File: src/rtl/fifo_arb_pkg.sv
// Shared types and width helpers for the FIFO write-side arbiter.
//   arb_state_e : burst FSM states (IDLE, BURST); the FSM exists only when
//                 FIFO_ARB_BURST_EN is defined.
//   ptr_width   : bits needed for a requester index / round-robin pointer.
//   occ_width   : bits needed to count 0..DEPTH committed words.
package fifo_arb_pkg;

  typedef enum logic {
    IDLE  = 1'b0,
    BURST = 1'b1
  } arb_state_e;

  function automatic int unsigned ptr_width(input int unsigned nreq);
    return (nreq > 1) ? $clog2(nreq) : 1;
  endfunction

  function automatic int unsigned occ_width(input int unsigned depth);
    return $clog2(depth + 1);
  endfunction

endpackage

File: src/rtl/fifo_wr_arbiter_if.sv
// Requester / FIFO-write bundle for fifo_wr_arbiter.
//   req, data_in  : requester requests and their words (slice i = [i*WIDTH +: WIDTH])
//   gnt           : combinational one-hot (or zero) grant
//   fifo_write,
//   fifo_wdata    : registered FIFO write port
//   fifo_read     : consumer read strobe, observed by the arbiter
//   occupancy,
//   full          : committed word count and registered full flag
// Modports: master = requesters/consumer side, slave = arbiter.
interface fifo_wr_arbiter_if
  import fifo_arb_pkg::*;
#(
  parameter int unsigned NREQ  = 4,
  parameter int unsigned WIDTH = 4,
  parameter int unsigned DEPTH = 8
);
  localparam int unsigned OW = occ_width(DEPTH);

  logic [NREQ-1:0]       req;
  logic [NREQ*WIDTH-1:0] data_in;
  logic [NREQ-1:0]       gnt;
  logic                  fifo_write;
  logic [WIDTH-1:0]      fifo_wdata;
  logic                  fifo_read;
  logic [OW-1:0]         occupancy;
  logic                  full;

  modport master (
    output req, data_in, fifo_read,
    input  gnt, fifo_write, fifo_wdata, occupancy, full
  );

  modport slave (
    input  req, data_in, fifo_read,
    output gnt, fifo_write, fifo_wdata, occupancy, full
  );
endinterface

File: src/rtl/rr_pick.sv
// Combinational rotate-priority picker.
//   req_i : request vector
//   ptr_i : index with highest priority; search wraps from NREQ-1 to 0
//   gnt_o : one-hot grant of the first set request at or after ptr_i (zero if none)
//   idx_o : index of that request (zero if none)
module rr_pick #(
  parameter int unsigned NREQ = 4,
  parameter int unsigned PW   = 2
) (
  input  logic [NREQ-1:0] req_i,
  input  logic [PW-1:0]   ptr_i,
  output logic [NREQ-1:0] gnt_o,
  output logic [PW-1:0]   idx_o
);
  always_comb begin
    int unsigned j;
    logic        found;
    gnt_o = '0;
    idx_o = '0;
    found = 1'b0;
    j     = 0;
    for (int unsigned i = 0; i < NREQ; i++) begin
      j = (32'(ptr_i) + i) % NREQ;
      if (!found && req_i[j]) begin
        found    = 1'b1;
        gnt_o[j] = 1'b1;
        idx_o    = PW'(j);
      end
    end
  end
endmodule

File: src/rtl/fifo_wr_arbiter.sv
// Round-robin write-side arbiter in front of a shared synchronous FIFO.
// Accepts at most one requester word per clock, registers it onto the FIFO
// write port and tracks occupancy locally so it never writes a full FIFO.
// Ports:
//   clk   : clock, rising edge
//   rst_n : asynchronous active-low reset (also resets the FIFO)
//   bus   : fifo_wr_arbiter_if.slave (req/data_in/gnt, FIFO write port,
//           fifo_read observation, occupancy, full)
// Build option: define FIFO_ARB_BURST_EN to enable the IDLE/BURST FSM that
// lets a granted owner keep priority for up to MAX_BURST consecutive words.
module fifo_wr_arbiter
  import fifo_arb_pkg::*;
#(
  parameter int unsigned NREQ      = 4,
  parameter int unsigned WIDTH     = 4,
  parameter int unsigned DEPTH     = 8,
  parameter int unsigned MAX_BURST = 4
) (
  input  logic              clk,
  input  logic              rst_n,
  fifo_wr_arbiter_if.slave  bus
);
  localparam int unsigned PW = ptr_width(NREQ);
  localparam int unsigned OW = occ_width(DEPTH);

  if (NREQ < 2 || MAX_BURST < 1) begin : g_bad_cfg
    $error("fifo_wr_arbiter: NREQ must be >= 2 and MAX_BURST >= 1");
  end

  logic [PW-1:0]    ptr_q, ptr_d;
  logic [OW-1:0]    occ_q, occ_d;
  logic             full_q, full_d;
  logic             wr_q, wr_d;
  logic [WIDTH-1:0] wdata_q, wdata_d;

  logic [NREQ-1:0]  pick_gnt;
  logic [PW-1:0]    pick_idx;
  logic [NREQ-1:0]  gnt_c;
  logic [PW-1:0]    gidx;
  logic             grant;
  logic             space;
  logic             rd_ok;
  logic [WIDTH-1:0] wsel;

`ifdef FIFO_ARB_BURST_EN
  localparam int unsigned BW = $clog2(MAX_BURST + 1);
  arb_state_e       state_q, state_d;
  logic [PW-1:0]    owner_q, owner_d;
  logic [BW-1:0]    bcnt_q, bcnt_d;
  logic             keep;
`endif

  rr_pick #(.NREQ(NREQ), .PW(PW)) u_pick (
    .req_i (bus.req),
    .ptr_i (ptr_q),
    .gnt_o (pick_gnt),
    .idx_o (pick_idx)
  );

  assign space = (occ_q < OW'(DEPTH));
  // A read only retires a word the FIFO actually holds; the word written
  // this cycle is not yet readable.
  assign rd_ok = bus.fifo_read && (occ_q > OW'(wr_q));

  always_comb begin
    gnt_c = '0;
    gidx  = '0;
    grant = 1'b0;
`ifdef FIFO_ARB_BURST_EN
    keep = (state_q == BURST) && bus.req[owner_q] &&
           (bcnt_q < BW'(MAX_BURST)) && space;
    if (keep) begin
      gnt_c[owner_q] = 1'b1;
      gidx           = owner_q;
      grant          = 1'b1;
    end else if (space && (|bus.req)) begin
      gnt_c = pick_gnt;
      gidx  = pick_idx;
      grant = 1'b1;
    end
`else
    if (space && (|bus.req)) begin
      gnt_c = pick_gnt;
      gidx  = pick_idx;
      grant = 1'b1;
    end
`endif
  end

  always_comb begin
    wsel = '0;
    for (int unsigned i = 0; i < NREQ; i++) begin
      if (gidx == PW'(i)) wsel = bus.data_in[i*WIDTH +: WIDTH];
    end
  end

  always_comb begin
    ptr_d   = ptr_q;
    wr_d    = grant;
    wdata_d = wdata_q;
    occ_d   = occ_q;
    if (grant) begin
      ptr_d   = (gidx == PW'(NREQ - 1)) ? '0 : gidx + PW'(1);
      wdata_d = wsel;
    end
    case ({grant, rd_ok})
      2'b10:   occ_d = occ_q + OW'(1);
      2'b01:   occ_d = occ_q - OW'(1);
      default: occ_d = occ_q;
    endcase
    full_d = (occ_d == OW'(DEPTH));
  end

`ifdef FIFO_ARB_BURST_EN
  // Every grant (re)opens a burst for its receiver; a burst that ends with a
  // grant to someone else therefore hands straight over without an idle cycle.
  always_comb begin
    state_d = grant ? BURST : IDLE;
    owner_d = grant ? gidx : owner_q;
    if (keep)       bcnt_d = bcnt_q + BW'(1);
    else if (grant) bcnt_d = BW'(1);
    else            bcnt_d = '0;
  end

  always_ff @(posedge clk or negedge rst_n) begin
    if (!rst_n) begin
      state_q <= IDLE;
      owner_q <= '0;
      bcnt_q  <= '0;
    end else begin
      state_q <= state_d;
      owner_q <= owner_d;
      bcnt_q  <= bcnt_d;
    end
  end
`endif

  always_ff @(posedge clk or negedge rst_n) begin
    if (!rst_n) begin
      ptr_q   <= '0;
      occ_q   <= '0;
      full_q  <= 1'b0;
      wr_q    <= 1'b0;
      wdata_q <= '0;
    end else begin
      ptr_q   <= ptr_d;
      occ_q   <= occ_d;
      full_q  <= full_d;
      wr_q    <= wr_d;
      wdata_q <= wdata_d;
    end
  end

  assign bus.gnt        = rst_n ? gnt_c : '0;
  assign bus.fifo_write = wr_q;
  assign bus.fifo_wdata = wdata_q;
  assign bus.occupancy  = occ_q;
  assign bus.full       = full_q;
endmodule

File: src/flat_wrapper.sv
// flat-port wrapper written by rule: the top's interface ports become plain ports
module fifo_wr_arbiter_flat import fifo_arb_pkg::*;
#(
  parameter int unsigned NREQ      = 4,
  parameter int unsigned WIDTH     = 4,
  parameter int unsigned DEPTH     = 8,
  parameter int unsigned MAX_BURST = 4
)
  (clk, rst_n, bus_req, bus_data_in, bus_fifo_read, bus_gnt, bus_fifo_write, bus_fifo_wdata, bus_occupancy, bus_full);
  fifo_wr_arbiter_if #(.NREQ(NREQ), .WIDTH(WIDTH), .DEPTH(DEPTH)) bus_i ();
  input  logic clk;
  input  logic rst_n;
  input wire logic [$bits(bus_i.req)-1:0] bus_req;
  input wire logic [$bits(bus_i.data_in)-1:0] bus_data_in;
  input wire logic [$bits(bus_i.fifo_read)-1:0] bus_fifo_read;
  output wire logic [$bits(bus_i.gnt)-1:0] bus_gnt;
  output wire logic [$bits(bus_i.fifo_write)-1:0] bus_fifo_write;
  output wire logic [$bits(bus_i.fifo_wdata)-1:0] bus_fifo_wdata;
  output wire logic [$bits(bus_i.occupancy)-1:0] bus_occupancy;
  output wire logic [$bits(bus_i.full)-1:0] bus_full;
  assign bus_i.req = bus_req;
  assign bus_i.data_in = bus_data_in;
  assign bus_i.fifo_read = bus_fifo_read;
  assign bus_gnt = bus_i.gnt;
  assign bus_fifo_write = bus_i.fifo_write;
  assign bus_fifo_wdata = bus_i.fifo_wdata;
  assign bus_occupancy = bus_i.occupancy;
  assign bus_full = bus_i.full;
  fifo_wr_arbiter #(.NREQ(NREQ), .WIDTH(WIDTH), .DEPTH(DEPTH), .MAX_BURST(MAX_BURST)) u_core (.clk(clk), .rst_n(rst_n), .bus(bus_i));
endmodule
File: config.mk
export PLATFORM = sky130hd
export DESIGN_NAME = fifo_wr_arbiter_flat
export DESIGN_NICKNAME = d
export VERILOG_FILES = /design/src/rtl/fifo_arb_pkg.sv /design/src/rtl/fifo_wr_arbiter_if.sv /design/src/rtl/rr_pick.sv /design/src/rtl/fifo_wr_arbiter.sv /design/src/flat_wrapper.sv
export SDC_FILE = /design/constraint.sdc
export NUM_CORES = 1
export LEC_CHECK = 0
export ABC_AREA = 1
export CAP_MARGIN = 5
export CORE_AREA = 2 2 59 61
export CTS_CLUSTER_DIAMETER = 40
export DETAILED_ROUTE_END_ITERATION = 10
export DIE_AREA = 0 0 61 63
export PLACE_DENSITY = 0.75
export SYNTH_ARGS = -nofsm -noshare
export SYNTH_HDL_FRONTEND = slang
export SYNTH_SLANG_ARGS = --single-unit
export TNS_END_PERCENT = 50
File: constraint.sdc
create_clock -name clk -period 2.6 [get_ports clk]
set_input_delay 0.52 -clock clk [delete_from_list [all_inputs] [get_ports clk]]
set_output_delay 0.52 -clock clk [all_outputs]
set_load 0.05 [all_outputs]
==> qor.csv, run 1 <==
metric,value,unit
slew margin rel.,66.0,%
total wire length,3470,um
part of the cycle the worst path needs,96.5,%
Crit Path Max Fanout,5,
Synth Area in Compound Gates,13.5,%
total track usage,18.8,%
# DRC,0,
first-pass GRT wire length,5730,um
Worst Hold Depth,2,
"commonest non-fill, non-tap cells in the layout","nand2_1 (44), clkdlybuf4s50_1 (28), inv_1 (22)",
vias in the first global route,1380,
CP max stage cell,dfrtp_1,
area of the multi-input gates,1040,sq um
"Largest delay share family, worst path",buffers and inverters,
Die Span X,61,um
CTS tree,done,
fill count,306,
maxcap violations,0,
Die ar.,3840,sq um
WL/cell,11.6,um
xor/xnor share of the synthesized area,2.57,%
minimum clock period,2.51,ns
Detailed Routing Iterations Pass 1,4,
Slew Limit Fails,0,
Final ANT Viol Nets,0,
Worst R2R Setup Slack,0.24,ns
Slew @ Worst Pin,0.508,ns
Vias/cell,4.83,
Sink Count,12,
Synth Area in Adders,16.2,%
input/output buffers,36,
R2R depth,16,
Inserted Clock Buffers,3,
First DRT Iteration DRCs,38,
HP Start,u_core.bus.fifo_wdata[0],
delay of the slowest cell on the worst path,0.42,ns
reg2reg end,u_core.bus.fifo_wdata[0],
Syn Nets,232,
H-tree depth,1,
Worst EP required,2.08,ns
mux share of post-synthesis cell area,0,%
"commonest non-fill, non-tap cell in the layout",nand2_1,
syn_area_per_cell,7.09,sq um
nets@finish,293,
Seq cells post-synth,12,
crit path kind,reg -> out,
root buf cell,clkbuf_4,
hold buffers post-CTS,0,
CP cell instances,"inv_6, ha_4, inv_1, nand3_1, nand2_1, nor2_2, buf_4, a21oi_2, nand3_2, nand2_2, inv_2, buf_12",
Synth Instances,192,
worst clock skew,0.0157,ns
worst-skew pair later-pin latency,0.29,ns
initial antenna violation count,0,
Starting Density,42.1,%
ant diodes,0,
Via Count,1440,
Congestion Overflow GR,0,
reg-to-reg startpoint,u_core.ptr_q[0],
total negative slack,0,ns
Area growth syn-to-layout,58.5,%
Sequential cell area,302,sq um
largest family of logic cells by synthesized area,simple AND/OR/NAND/NOR gates,
maximum clock frequency,399,MHz
Post-Synth Simple-Gate Area,34.5,%
final setup violating endpoints,0,
row cnt,21,
die height,63,um
largest net degree at the start of global routing,13,
sequential area share after synthesis,22.1,%
crit path capture type,primary output,
Mapped Area,1360,sq um
CP startpoint kind,flop,
HP Class,reg -> reg,
crit path buf inv count,5,
CTS clock-pin slew for the worst setup and hold paths,0.09,ns
final RePlAce weighted congestion,0.832,
dpl hpwl,2610,um
number of distinct library cells after synthesis,24,
core area,3230,sq um
layout cell share with drive strength beyond 1,30.2,%
Syn. warnings,0,
hold endpoint,u_core.bus.fifo_wdata[0],
clock buffer depth,2,
Hold Fails Final Rpt,0,
outcome,"finished, final reports clean",
io pins,37,
arrival time at the worst endpoint,1.99,ns
[cell families (layout without fill, tap and decap cells)]
family / after synthesis / in the layout
AOI/OAI and AO/OA: 31 / 31
DFF: 12 / 12
and+or+nand+nor: 93 / 93
xor gates and xnor gates: 4 / 4
buffers and inverters: 35 / 95
adders and majority gates: 17 / 17
[through the flow]
| stage | area [sq um] | setup WS, ns | cells | utilization (%) | hold slack, ns |
|---|---|---|---|---|---|
| 2_1_floorplan | 1360 | 0.0792 | 192 | - | 0.224 |
| 3_3_place_gp | 1950 | -0.173 | 292 | 60.5 | 0.515 |
| 3_5_place_dp | 1950 | -0.193 | 292 | 60.5 | 0.517 |
| 4_1_cts | 2010 | 0.00201 | 297 | 62.3 | 0.526 |
| 5_1_grt | 2160 | -0.0349 | 298 | 66.8 | 0.552 |
| 6_report | 2160 | 0.0915 | 298 | 66.8 | 0.540 |
[area by class of cell]
class,instances,area share [%]
Multi-Input combinational cell,145,48.0
Clock buffer,4,1.68
Timing Repair Buffer,60,28.1
Tap cell,46,2.67
Sequential cell,12,14.0
Inverter,31,5.62
[worst max-delay path by stage]
stage	slack, ns	from	depth (start not counted)	end
6_report	0.09	u_core.ptr_q[0]	12	bus_gnt[3]
4_1_cts	0.002	bus_req[1]	12	bus_gnt[1]
3_5_place_dp	-0.19	bus_req[2]	12	u_core.bus.full
2_1_floorplan	0.08	u_core.ptr_q[1]	16	u_core.bus.fifo_wdata[0]
5_1_grt	-0.03	u_core.ptr_q[0]	12	bus_gnt[3]
3_3_place_gp	-0.17	bus_req[2]	12	u_core.bus.full
[worst min-delay path, stage by stage (launching register included)]
cell and delay (ns):
dfrtp_1 0.35, nor2_1 0.05, a21oi_1 0.10
[state kept, by name, indices dropped and copies added (netlist names)]
signal,cells
u_core.bus.fifo_write,1
u_core.bus.occupancy,4
u_core.ptr_q,2
u_core.bus.full,1
u_core.bus.fifo_wdata,4
[metal layers]
metal  routed length (um)  vias to the layer above  global-route usage [%]
met5                    0                        -                       0
met4                   40                        0                    3.80
met3                  122                        5                    1.86
met2                 1780                       29                    32.5
met1                 1530                      664                    24.9
li1                     -                      742                       -
[cell usage after synthesis]
cell,instances,area [sq um]
nand2_1,45,169
nand3_2,8,80.1
a21oi_1,18,90.1
inv_2,1,3.75
xnor2_1,3,26.3
nor2_2,1,6.26
inv_6,1,8.76
clkbuf_1,1,3.75
nor2_1,10,37.5
buf_6,2,22.5
o41ai_1,1,8.76
fa_1,1,20.0
a21boi_0,6,45.0
nand3_1,23,115
buf_2,1,5.00
dfrtp_1,12,300
ha_1,16,200
nand2_4,4,45.0
xor2_1,1,8.76
inv_1,29,109
a22oi_1,4,30.0
o21ai_0,2,10.0
nor2_4,1,11.3
nor3_1,1,5.00
[what timing repair did]
action,CTS,global route
pin swaps,1,9
hold endpoints to repair,0,0
gates resized for setup,3,42
setup buffers,1,1
setup endpoints to repair,4,9
Power of run 1 is left out: the tool's default activity adds up to more than one toggle a clock period on the data nets, which glitch-free logic cannot reach.
==> run 2: changes to the inputs <==
--- a/config.mk
+++ b/config.mk
@@ -11,6 +11,7 @@
 export CTS_CLUSTER_DIAMETER = 40
 export DETAILED_ROUTE_END_ITERATION = 10
 export DIE_AREA = 0 0 61 63
+export GPL_TIMING_DRIVEN = 0
 export PLACE_DENSITY = 0.75
 export SYNTH_ARGS = -nofsm -noshare
 export SYNTH_HDL_FRONTEND = slang
==> run 2 against run 1 <==
  * The flow now finishes with violations (setup timing)
  * Sequential share of layout area rose by 0.32 points
  * First-iteration DRC count rose by 34%
  * Wire length rose by 2.5%
  * Sequential cell count did not move
  * Critical path depth rose by 1
  * Hold slack got worse by 0.32 ns
  * Critical endpoint is now bus_gnt[2]
  * Register-to-register slack got worse by 0.16 ns
==> qor.csv, run 2 (synthesized netlist as in run 1, its figures left out) <==
metric,value,unit,change
outcome,"complete, but fails checks",,
failing checks,setup timing,,
nets@finish,286,,-2.4%
Crit Path Max Fanout,7,,+2
part of the cycle the worst path needs,100,%,+3.6 points
clock buffer depth,2,,unchanged
arrival time at the worst endpoint,2.08,ns,+0.09 ns
worst-skew pair later-pin latency,0.26,ns,-0.03 ns
setup ws final,-0.00311,ns,-0.0946 ns
total track usage,18.0,%,-0.82 points
largest net degree at the start of global routing,14,,+1
Congestion Overflow GR,0,,unchanged
root buf cell,clkbuf_4,,
Area growth syn-to-layout,56.2,%,
crit path capture type,primary output,,
Worst EP required,2.08,ns,about the same
# DRC,0,,unchanged
Die ar.,3840,sq um,unchanged
maximum clock frequency,384,MHz,-3.6%
core area,3230,sq um,unchanged
final RePlAce weighted congestion,0.811,,-2.5%
Die Span X,61,um,unchanged
CTS clock-pin slew for the worst setup and hold paths,0.08,ns,about the same
Hold Fails Final Rpt,0,,unchanged
slew margin rel.,63.3,%,-2.7 points
maxcap violations,0,,unchanged
vias in the first global route,1346,,-2.5%
layout cell share with drive strength beyond 1,29.8,%,-0.36 points
die height,63,um,unchanged
initial antenna violation count,0,,unchanged
First DRT Iteration DRCs,51,,+34%
io pins,37,,unchanged
Detailed Routing Iterations Pass 1,4,,unchanged
CTS tree,done,,
CP startpoint kind,flop,,
setup slack at placement,-0.754,ns,-0.561 ns
hold slack,0.218,ns,-0.322 ns
minimum clock period,2.60,ns,+0.0946 ns
row cnt,21,,unchanged
Vias/cell,4.96,,+2.5%
Slew Limit Fails,0,,unchanged
final setup violating endpoints,1,,+1
"commonest non-fill, non-tap cell in the layout",nand2_1,,
worst clock skew,0.00801,ns,-0.00769 ns
ant diodes,0,,unchanged
total negative slack,-0.00311,ns,-0.00311 ns
"commonest non-fill, non-tap cells in the layout","nand2_1 (43), clkdlybuf4s50_1 (27), inv_1 (21)",,
Sink Count,12,,unchanged
Slew @ Worst Pin,0.549,ns,+0.0409 ns
RSZ-0062 raised after global routing,true,,
Inserted Clock Buffers,3,,unchanged
Via Count,1442,,+0.14%
H-tree depth,1,,unchanged
input/output buffers,36,,unchanged
dpl hpwl,2380,um,-8.9%
Starting Density,42.1,%,unchanged
first-pass GRT wire length,5610,um,-2.2%
Placed Instance Area,1780,sq um,-8.9%
crit path kind,reg -> out,,
total wire length,3560,um,+2.5%
final instance area,2130,sq um,-1.4%
WL/cell,12.2,um,+4.9%
HP Class,in -> async,,
Final ANT Viol Nets,0,,unchanged
run 2: timing repair:
| item | in CTS | in global routing |
|---|---|---|
| resized for setup | 38 | 42 |
| hold buffers | 0 | 0 |
| pin swaps | 0 | 9 |
| endpoints found under the hold margin | 0 | 0 |
| cloned | 0 | 1 |
| setup endpoints to repair | 10 | 10 |
| buffers inserted | 3 | 10 |
run 2: final timing paths:
check	start	to	slack, ns	depth (start not counted)
worst min register to register	u_core.bus.occupancy[0]	u_core.bus.occupancy[0]	0.53	1
worst min-delay path	rst_n	u_core.bus.full	0.22	1
worst max-delay path	u_core.ptr_q[0]	bus_gnt[2]	-0.003	13
max in group asynchronous	rst_n	u_core.ptr_q[1]	1.98	1
worst max register to register	u_core.ptr_q[0]	u_core.bus.fifo_wdata[3]	0.08	17
min in group clk	u_core.bus.occupancy[0]	u_core.bus.occupancy[0]	0.53	1
run 2: worst max-delay path, stage by stage (launching register included):
cell and delay, ns:
dfrtp_2 0.38, buf_8 0.13, clkinv_8 0.06, ha_4 0.31, inv_4 0.04, nand3_2 0.06, nand2_2 0.07, nor2_4 0.18
clkbuf_16 0.18, nand3_2 0.08, nand3_2 0.07, nand2_1 0.04, inv_1 0.06, buf_6 0.15
run 2: final cells by class:
| cell class | count | area (sq um) |
|---|---|---|
| tap | 46 | 57.6 |
| buffer | 3 | 37.5 |
| multi-input combinational | 145 | 1060 |
| clock buffer | 4 | 26.3 |
| inverter | 31 | 138 |
| fill | 291 | 1100 |
| sequential | 12 | 304 |
| timing repair buffer | 50 | 504 |
run 2: metrics by stage:
step / std cells / util [%]
after detailed placement: 274 / 55.1
after global placement: 274 / 55.1
after CTS: 280 / 57.6
after floorplan: 192 / -
after global routing: 291 / 65.8
final: 291 / 65.8
run 2: routing by layer:
metal / vias to the layer above / GRT usage (%) / wire length (um)
li1: 734 / - / -
met1: 675 / 24.7 / 1580
met2: 33 / 29.8 / 1840
met3: 0 / 2.48 / 129
met4: 0 / 3.26 / 0
met5: - / 0 / 0
Power of run 2 is left out for the same reason.
